===== src/rtl/counter_arbiter.sv =====
// -----------------------------------------------------------------------------
// counter_arbiter
//
// Round-robin arbiter and sequencer that shares one 4-bit up-counter among
// NREQ requesters. Each requester asks for an interval of 0..15 counts.
//
// The block does four things:
//   - grants the counter to one requester at a time;
//   - clears the counter and then enables it;
//   - stops the count when the counter output equals the latched length;
//   - pulses done to the owner when the count is reached.
//
// Ports:
//   clock       in   system clock, rising edge
//   reset       in   synchronous active-high reset
//   req         in   per-requester request level, held until done or abort
//   req_len     in   NREQ 4-bit lengths, requester i at [4i+3:4i], sampled at grant
//   cnt_value   in   shared counter output
//   cnt_reset   out  drives counter reset pin (CLEAR state)
//   cnt_enable  out  drives counter enable pin (COUNT state, below target)
//   grant       out  one-hot owner of the counter, registered
//   done        out  one-cycle completion pulse to the owner, registered
//   busy        out  high whenever the state is not IDLE
// -----------------------------------------------------------------------------
module counter_arbiter #(
  parameter int NREQ = 4
) (
  input  logic              clock,
  input  logic              reset,
  input  logic [NREQ-1:0]   req,
  input  logic [4*NREQ-1:0] req_len,
  input  logic [3:0]        cnt_value,
  output logic              cnt_reset,
  output logic              cnt_enable,
  output logic [NREQ-1:0]   grant,
  output logic [NREQ-1:0]   done,
  output logic              busy
);

  localparam int IW = $clog2(NREQ);

  typedef enum logic [1:0] {
    S_IDLE,
    S_CLEAR,
    S_COUNT,
    S_FINISH
  } state_t;

  state_t            state_q;
  logic [IW-1:0]     rr_ptr_q;
  logic [IW-1:0]     owner_q;
  logic [3:0]        len_q;
  logic [NREQ-1:0]   grant_q;
  logic [NREQ-1:0]   done_q;

  logic [IW-1:0]     win_idx;
  logic              win_valid;
  logic [IW-1:0]     cand;
  logic [IW-1:0]     rr_next;

  // Round-robin search starting at rr_ptr_q. The loop walks the offsets from
  // highest to lowest so the last hit, which is the nearest to the pointer,
  // wins without needing a break. Index wrap relies on NREQ being a power of 2.
  always_comb begin
    // NOTE: every variable written here gets a default first so no latch is inferred.
    win_valid = 1'b0;
    win_idx   = '0;
    cand      = '0;
    for (int k = NREQ - 1; k >= 0; k--) begin
      cand = rr_ptr_q + IW'(k);
      if (req[cand]) begin
        win_valid = 1'b1;
        win_idx   = cand;
      end
    end
  end

  assign rr_next = owner_q + IW'(1);

  // A single FSM process holds all state, so grant and done come straight out
  // of flops.
  always_ff @(posedge clock) begin
    if (reset) begin
      state_q  <= S_IDLE;
      rr_ptr_q <= '0;
      owner_q  <= '0;
      len_q    <= '0;
      grant_q  <= '0;
      done_q   <= '0;
    end else begin
      // NOTE: non-blocking throughout; done defaults low so it is a one-cycle pulse.
      done_q <= '0;
      case (state_q)
        S_IDLE: begin
          if (win_valid) begin
            owner_q <= win_idx;
            len_q   <= req_len[4*win_idx +: 4];
            grant_q <= NREQ'(1) << win_idx;
            state_q <= S_CLEAR;
          end
        end
        S_CLEAR: begin
          if (req[owner_q]) begin
            state_q <= S_COUNT;
          end else begin
            // The requester withdrew before counting began, so it loses its turn.
            grant_q  <= '0;
            rr_ptr_q <= rr_next;
            state_q  <= S_IDLE;
          end
        end
        S_COUNT: begin
          if (!req[owner_q]) begin
            grant_q  <= '0;
            rr_ptr_q <= rr_next;
            state_q  <= S_IDLE;
          end else if (cnt_value == len_q) begin
            done_q  <= grant_q;
            state_q <= S_FINISH;
          end
        end
        S_FINISH: begin
          grant_q  <= '0;
          rr_ptr_q <= rr_next;
          state_q  <= S_IDLE;
        end
        default: state_q <= S_IDLE;
      endcase
    end
  end

  // The counter pins are decoded from the state so the counter reacts in the
  // same cycle. Enable drops the cycle the target is seen, so the counter
  // stops exactly at len_q and never wraps.
  assign cnt_reset  = (state_q == S_CLEAR);
  assign cnt_enable = (state_q == S_COUNT) && (cnt_value != len_q);
  assign busy       = (state_q != S_IDLE);
  assign grant      = grant_q;
  assign done       = done_q;

endmodule


===== config.mk =====
export PLATFORM = sky130hd
export DESIGN_NAME = counter_arbiter
export DESIGN_NICKNAME = d
export VERILOG_FILES = /design/src/rtl/counter_arbiter.sv
export SDC_FILE = /design/constraint.sdc
export NUM_CORES = 1
export LEC_CHECK = 0
export CAP_MARGIN = 20
export CORE_UTILIZATION = 25
export DETAILED_ROUTE_END_ITERATION = 8
export HOLD_SLACK_MARGIN = 0.15
export MAX_ROUTING_LAYER = met4
export SLEW_MARGIN = 20
export SYNTH_ARGS = -nofsm -noshare
export SYNTH_HDL_FRONTEND = slang
export SYNTH_SLANG_ARGS = --single-unit

===== constraint.sdc =====
create_clock -name clock -period 2.2 [get_ports clock]
set_input_delay 0.44 -clock clock [delete_from_list [all_inputs] [get_ports clock]]
set_output_delay 0.44 -clock clock [all_outputs]
set_load 0.02 [all_outputs]

Word level (Yosys, flattened, before mapping) --
Index checks and enable logic that the tools add are counted.
Word-level totals: flip-flop bits (word level) 18, bits of input ports 26, output and inout port bits 11, word-level logic and storage cells 66
Operators by class: $add $sub $neg 4, order comparisons 5, equal/unequal tests 8, shift operators 2, muxes and demuxes 28, bitwise gates (word level) 3, reduce and logical (&&, ||, !) cells 10
Operator list (number):
- two-way mux 2 bit | 9
- variable part select 16 x 5 -> 4 bit | 1
- < comparator 2 x 3 -> 1 bit (second input constant) | 5
- case mux 4 bit (3 select lines) | 1
- binary-select mux 1 bit (select 2 bit) | 5
- two-way mux 1 bit | 9
- two-way mux 4 bit | 2
- case mux 2 bit (4 select lines) | 1
- AND reduction 2 bit | 4
- adder 2 x 1 -> 2 bit (second input constant) | 2
- adder 2 bit (second input constant) | 2
- equality test 2 bit (second input constant) | 2
- equality test 4 bit | 1
- != test 2 bit (second input constant) | 2
- != test 4 bit | 1
- case mux 2 bit (2 select lines) | 1
- nonzero test 2 bit | 2
- OR reduction 4 bit | 1
- << shifter 1 x 2 -> 4 bit (first input constant) | 1
- != test 3 bit (second input constant) | 1
- inverter 1 bit | 3
- equality test 2 x 1 -> 1 bit (second input constant) | 1
- logical NOT 2 bit | 1
- OR reduction 2 bit | 1
- logical AND 1 bit | 1

Logic depth before layout (Yosys ltp) --
Gate-level depths: netlist of run 1.
depth in word-level cells 10, gate-level depth with buffers 7, mapped depth without buffers 6

Least setup slack after synthesis of run 1 --
Ideal clock, no wire load.
path type input to register, start point in req[3], end point reg grant_q[0] (netlist: grant[0]), library setup time 0.071 ns, data arrival time 1.738 ns, required time 2.129 ns, setup slack 0.392 ns, stages on the path 4, buffers on the path 0, path through mux4_2 > and2_4 > or4_1 > a21oi_1
On the way: longest elaborated chain between the ends 9, elaborated cells on any way between the ends 24, those cells by class 2 x eq/ne; 1 x shift; 20 x mux; 1 x reduce/logical
Ends and longest elaborated chain:
- from (decl) | line 30 | input logic [NREQ-1:0] req,
- binary-select mux 1 bit (select 2 bit) | line 71 | if (req[cand]) begin
- two-way mux 1 bit (implied by the code) | line 71
- two-way mux 2 bit (4 in a row) | line 71
- << shifter 1 x 2 -> 4 bit | line 98 | grant_q <= NREQ'(1) << win_idx;
- two-way mux 4 bit | line 95 | if (win_valid) begin
- case mux 4 bit (3 select lines) | line 93 | case (state_q)
- to (signal assigned) | line 98
- to (decl) | line 53 | logic [NREQ-1:0] grant_q;
Several ways; a longest one is shown, not always the timed one. The select of a mux whose other input is x is not followed. A chain may end at the register's enable or synchronous reset.

Worst setup path in the final report of run 1 --
start point in cnt_value[2], end point out cnt_enable
On the way: longest elaborated chain between the ends 2
Ends and longest elaborated chain:
- from (decl) | line 32 | input logic [3:0] cnt_value,
- != test 4 bit | line 136 | assign cnt_enable = (state_q == S_COUNT) && (cnt_value != len_q);
- logical AND 1 bit | line 136
- to (decl) | line 34 | output logic cnt_enable,
No other way between the ends.

==> qor.yml, run 1 <==
outcome:
  status: "completed"
timing:
  slew_viol_final: 0
  fmax_mhz: 480
  finalSetupViolCount: 0
  period_minus_slack_ns: 2.08
  finalCritPeriodShare_pct: 94.7
  rsz0062_at_grt: "no"
  slew_headroom_pct: 74.1
  tightest_slew_ns: 0.384
  setup_slack_ns: 0.117
  clock_skew_ns: 0.00674
  hold_viol_final: 0
layout:
  final_cell_count_no_fill: 205
  final_nets: 188
  final_area_um2: 1550
  area_growth_syn_to_layout_pct: 58.9
  diodes: 0
  drive_gt1_share_pct: 14.6
pwr:
  power_density_nw_per_um2: 614
  p_total_uw: 951
  p_leak_nw: 0.620
  irDropWorstVdd_v: 0.000251
synthesis:
  synth_commonest_cells: "18 x dfxtp_1, 10 x mux2i_1, 9 x nand2_1"
  synth_edf_count: 0
  syn_avg_cell_area_um2: 9.11
  ys_seq_elements: 18
  yosysUniqueCellTypes: 31
  syn_nets: 137
  synth_top_cell_by_area: "dfxtp_1"
  ys.flop_type: "dfxtp_1"
  synthTopCellsByArea: "dfxtp_1 37%, mux2i_1 10%, ha_1 5.1%"
  ys_async_sr_fraction_pct: 0
  ys_seq_area_share_pct: 37.0
  netlist_instances: 107
  netlist_area_um2: 975
  yosys_warnings: 0
  yosysMostFrequentCell: "dfxtp_1"
  synth_top_area_share_pct: 37.0
cts:
  numCtsBuffers: 3
  insertion_delay_ns: 0.25
  cts_tree: "done"
  cts_buffer_depth: 2
  cts_resized: 5
  clk_pin_slew_ns: 0.06
  clockRootBuffer: "clkbuf_8"
  cts_sinks: 18
  cts_setup_buffers: 0
  hold_buffers: 0
  htree_num_levels: 1
routing:
  drcViolationCount: 0
  detail_route.iter0.violations: 18
  drt_first_pass_iters: 4
  viasPerCell: 4.64
  totalWireLength_um: 2310
  vias: 951
  drtAntennaViolNets: 0
  wire_per_inst_um: 11.3
grt:
  antenna_found_initial: 0
  grt_pass1_wl_um: 3860
  grt_util_all_layers_pct: 12.2
  grt_max_degree: 11
  grt_overflow: 0
  grt_pass1_vias: 911
setup_path:
  crit_type: "in2out"
  crit_path_end_kind: "output port"
  path_cells: "clkdlybuf4s50_1, xor2_1, nor4_2, buf_4, nor2b_1, buf_2"
  cp_slowest_stage_delay_ns: 0.41
  cp_slowest_cell: "clkdlybuf4s50_1"
  start_kind: "input pin"
  r2r-start: "owner_q[0]"
  crit_arrival_ns: 1.64
  required_ns: 1.76
  crit_start: "cnt_value[2]"
  crit_path_max_fanout: 4
floorplanning:
  chipHeight_um: 64.4
  num_rows: 22
  core_um2: 3690
  start_util_pct: 26.4
  die_w_um: 64.4
  num_io_pins: 37
  die_area_um2: 4150
placed_design:
  dpl_worst_slack_ns: -0.345
  portBuffers: 36
  place_area_um2: 1490
  dp_hpwl_um: 1910
  dp.cells: 201
  place.gp.congestion: 0.709
min_path:
  hold_class: "reg2reg"
  min_from: "grant[1]"
job:
  max_cap_violations: 0
## cell usage in the layout (no fill, tap or decap), types with 4 or more instances in the layout
cell type        count
clkdlybuf4s50_1     35
dfxtp_1             18
buf_4               12
mux2i_1             10
nand2_1              9
nor2_1               8
a21oi_1              7
nand3b_1             6
inv_1                5
xor2_1               4
and2_1               4
nand2b_1             4
o221ai_1             4
ha_1                 4
clkbuf_8             4
## cell families (layout without fill, tap and decap cells)
logic type / Yosys count / after routing / synth area share (%)
and+or+nand+nor: 40 / 40 / 22.6
AOI/OAI and AO/OA: 20 / 20 / 13.9
DFF: 18 / 18 / 37.0
muxes: 12 / 12 / 13.7
buffers and inverters: 8 / 58 / 3.21
xor gates and xnor gates: 5 / 5 / 4.49
adders and majority gates: 4 / 4 / 5.13
## final timing paths
| kind | endpoint | slack [ns] | cells after the start |
|---|---|---|---|
| worst min register to register | grant[1] | 0.47 | 2 |
| worst max register to register | grant[0] | 0.32 | 4 |
| worst max-delay path | cnt_enable | 0.12 | 6 |
| worst min-delay path | grant[1] | 0.47 | 2 |
## cell type report
| type | instances | area, um2 |
|---|---|---|
| fillers | 379 | 2140 |
| repair buffers | 49 | 465 |
| flip-flops and latches | 18 | 360 |
| inverters | 5 | 18.8 |
| clock buffers | 4 | 55.1 |
| multi-input cells | 81 | 589 |
| well taps | 48 | 60.1 |
## through the flow
step | hold slack, ns | TNS [ns] | utilization, %
after detailed placement | 0.468 | -0.751 | 40.5
after global placement | 0.462 | -0.529 | 40.5
after global routing | 0.498 | 0 | 42.0
after floorplan | 0.453 | 0 | -
final | 0.471 | 0 | 42.0
after CTS | 0.477 | 0 | 42.0
## report_power, final
part	leakage [nW]	internal, mW	switching (mW)	total, mW
logic	0.444	0.173	0.131	0.303
registers	0.147	0.357	0.0251	0.382
clock network	0.0288	0.159	0.108	0.266
total	0.620	0.688	0.263	0.951
## critical path: cells and delay by family
family | cells | cell delay, ns
simple gates | 2 | 0.33
buf+inv | 3 | 0.73
xor+xnor | 1 | 0.15
## sequential cells by signal, indices dropped and copies added, names as in the netlist
name      cells
len_q         4
done          4
rr_ptr_q      2
owner_q       2
grant         4
state_q       2
## routing by layer
layer / GRT usage (%) / share of wire (%) / vias up / wire length (um)
met2: 21.6 / 51 / 32 / 1180
met1: 13.3 / 42 / 436 / 976
li1: - / - / 481 / -
met5: - / 0 / - / 0
met3: 3.17 / 6.1 / 2 / 140
met4: 4.17 / 0.56 / 0 / 13
(Power assumes the default switching activity.)
==> run 2: changes to the inputs <==
==> constraint.sdc (replaced) <==
create_clock -name clock -period 2.2 [get_ports clock]
set_input_delay 0.55 -clock clock [delete_from_list [all_inputs] [get_ports clock]]
set_output_delay 0.55 -clock clock [all_outputs]
set_load 0.02 [all_outputs]
==> qor.yml, run 2 (synthesized netlist as in run 1, its figures left out) <==
outcome:
  status: "completed"
timing:
  slew_viol_final: 0  # unchanged
  rsz0062_at_grt: "no"
  slew_headroom_pct: 77.2  # +3.1 points
  fmax_mhz: 464  # -3.3%
  clock_skew_ns: 0.00479  # -0.00195 ns
  tightest_slew_ns: 0.340  # -0.0442 ns
  period_minus_slack_ns: 2.16  # +0.0717 ns
  finalCritPeriodShare_pct: 98.0  # +3.3 points
  hold_viol_final: 0  # unchanged
  finalSetupViolCount: 0  # unchanged
min_path:
  hold_class: "reg2reg"
cts:
  cts_tree: "done"
  cts_sinks: 18  # unchanged
  insertion_delay_ns: 0.26  # about the same
  cts_buffer_depth: 2  # unchanged
  clockRootBuffer: "clkbuf_8"
  htree_num_levels: 1  # unchanged
  numCtsBuffers: 3  # unchanged
  clk_pin_slew_ns: 0.07  # about the same
layout:
  multi_input_comb_area_um2: 593  # +0.64%
  drive_gt1_share_pct: 18.0  # +3.4 points
  final_cell_mix: "30 x clkdlybuf4s50_1, 18 x dfxtp_1, 17 x buf_4"
  fin_util_pct: 42.9  # +0.92 points
  fillCellCount: 382  # +0.79%
  area_growth_syn_to_layout_pct: 62.4
  diodes: 0  # unchanged
  final_common_cell: "clkdlybuf4s50_1"
  final_nets: 192  # +2.1%
  seq_area_um2: 360  # unchanged
setup_path:
  crit_arrival_ns: 1.61  # -0.03 ns
  start_kind: "input pin"
  crit_path_end_kind: "output port"
  crit_path_max_fanout: 2  # -2
  crit_type: "in2out"
  required_ns: 1.65  # -0.11 ns
routing:
  totalWireLength_um: 2470  # +6.9%
  drcViolationCount: 0  # unchanged
  wire_per_inst_um: 11.8  # +4.8%
  viasPerCell: 4.66  # +0.36%
  detail_route.iter0.violations: 20  # +2
  drt_first_pass_iters: 4  # unchanged
  drtAntennaViolNets: 0  # unchanged
  vias: 973  # +2.3%
floorplanning:
  chipHeight_um: 64.4  # unchanged
  num_rows: 22  # unchanged
  core_um2: 3690  # unchanged
  die_w_um: 64.4  # unchanged
  start_util_pct: 26.4  # unchanged
  num_io_pins: 37  # unchanged
  die_area_um2: 4150  # unchanged
job:
  max_cap_violations: 0  # unchanged
grt:
  grt_util_all_layers_pct: 13.5  # +1.2 points
  grt_pass1_wl_um: 4200  # +8.7%
  grt_pass1_vias: 975  # +7.0%
  antenna_found_initial: 0  # unchanged
  grt_max_degree: 12  # +1
  grt_overflow: 0  # unchanged
placed_design:
  dp_hpwl_um: 1990  # +3.9%
  portBuffers: 36  # unchanged
  place.gp.congestion: 0.723  # +2.0%
pwr:
  power_density_nw_per_um2: 612  # -0.37%
  irDropWorstVdd_v: 0.000271  # +8.1%
  p_leak_nw: 0.657  # +5.9%
  p_total_uw: 968  # +1.8%
==> run 2: cell count changes in the layout (fill, tap and decap cells not counted), sizes merged <==
cell / delta
dlymetal6s2s: +1
dlygate4sd2: +4
buf: +4
clkdlybuf4s50: -5
==> run 2: worst paths after layout <==
check,endpoint,cells past startpoint,start,slack (ns)
worst min-delay path,grant[1],2,grant[1],0.47
worst max-delay path,cnt_enable,6,cnt_value[2],0.04
worst max register to register,grant[0],4,owner_q[0],0.32
worst min register to register,grant[1],2,grant[1],0.47
==> run 2: what timing repair did <==
item | in CTS | in global routing
pin swaps | 1 | 0
endpoints found under the hold margin | 0 | 0
buffers inserted | 1 | 1
gates resized for setup | 10 | 3
hold buffers | 0 | 0
endpoints found under the setup margin | 1 | 4
==> run 2: power by group <==
| part | total, mW | leakage, nW | internal, mW | switching [mW] |
|---|---|---|---|---|
| registers | 0.383 | 0.147 | 0.357 | 0.0261 |
| logic | 0.311 | 0.481 | 0.177 | 0.133 |
| clock network | 0.275 | 0.0288 | 0.159 | 0.116 |
==> run 2: layer usage <==
metal  up-vias  global-route usage (%)  part of all wire (%)
met5         -                       -                     0
met4         0                    5.83                  0.81
met3         2                    2.82                   4.7
met2        29                    23.8                    51
met1       449                    14.5                    44
li1        493                       -                     -
==> run 2: per-stage QoR <==
step	setup TNS [ns]	hold WS (ns)	area, um2	cells	setup WS (ns)
6_report	0	0.474	1580	209	0.0448
5_1_grt	0	0.503	1580	209	0.00958
4_1_cts	0	0.478	1570	208	0.0194
3_5_place_dp	-2.00	0.469	1510	203	-0.580
3_3_place_gp	-1.56	0.467	1510	203	-0.581
2_1_floorplan	0	0.453	975	107	0.282
==> run 2: cell type report <==
type	instances	area share [%]
clock buffers	4	3.48
repair buffers	53	31.3
flip-flops and latches	18	22.8
multi-input cells	81	37.5
inverters	5	1.19
well taps	48	3.79
==> run 2: worst max-delay path, cell delays in order <==
cell and delay [ns]:
dlygate4sd2_1 0.24, xor2_1 0.14, nor4_2 0.31, buf_4 0.18, nor2b_1 0.04, buf_4 0.15
==> run 3: changes to the inputs <==
Settings changed: CAP_MARGIN 20 to default.
==> results of run 3 <==
No change in the layout: final DEF, timing and power equal those of run 2.
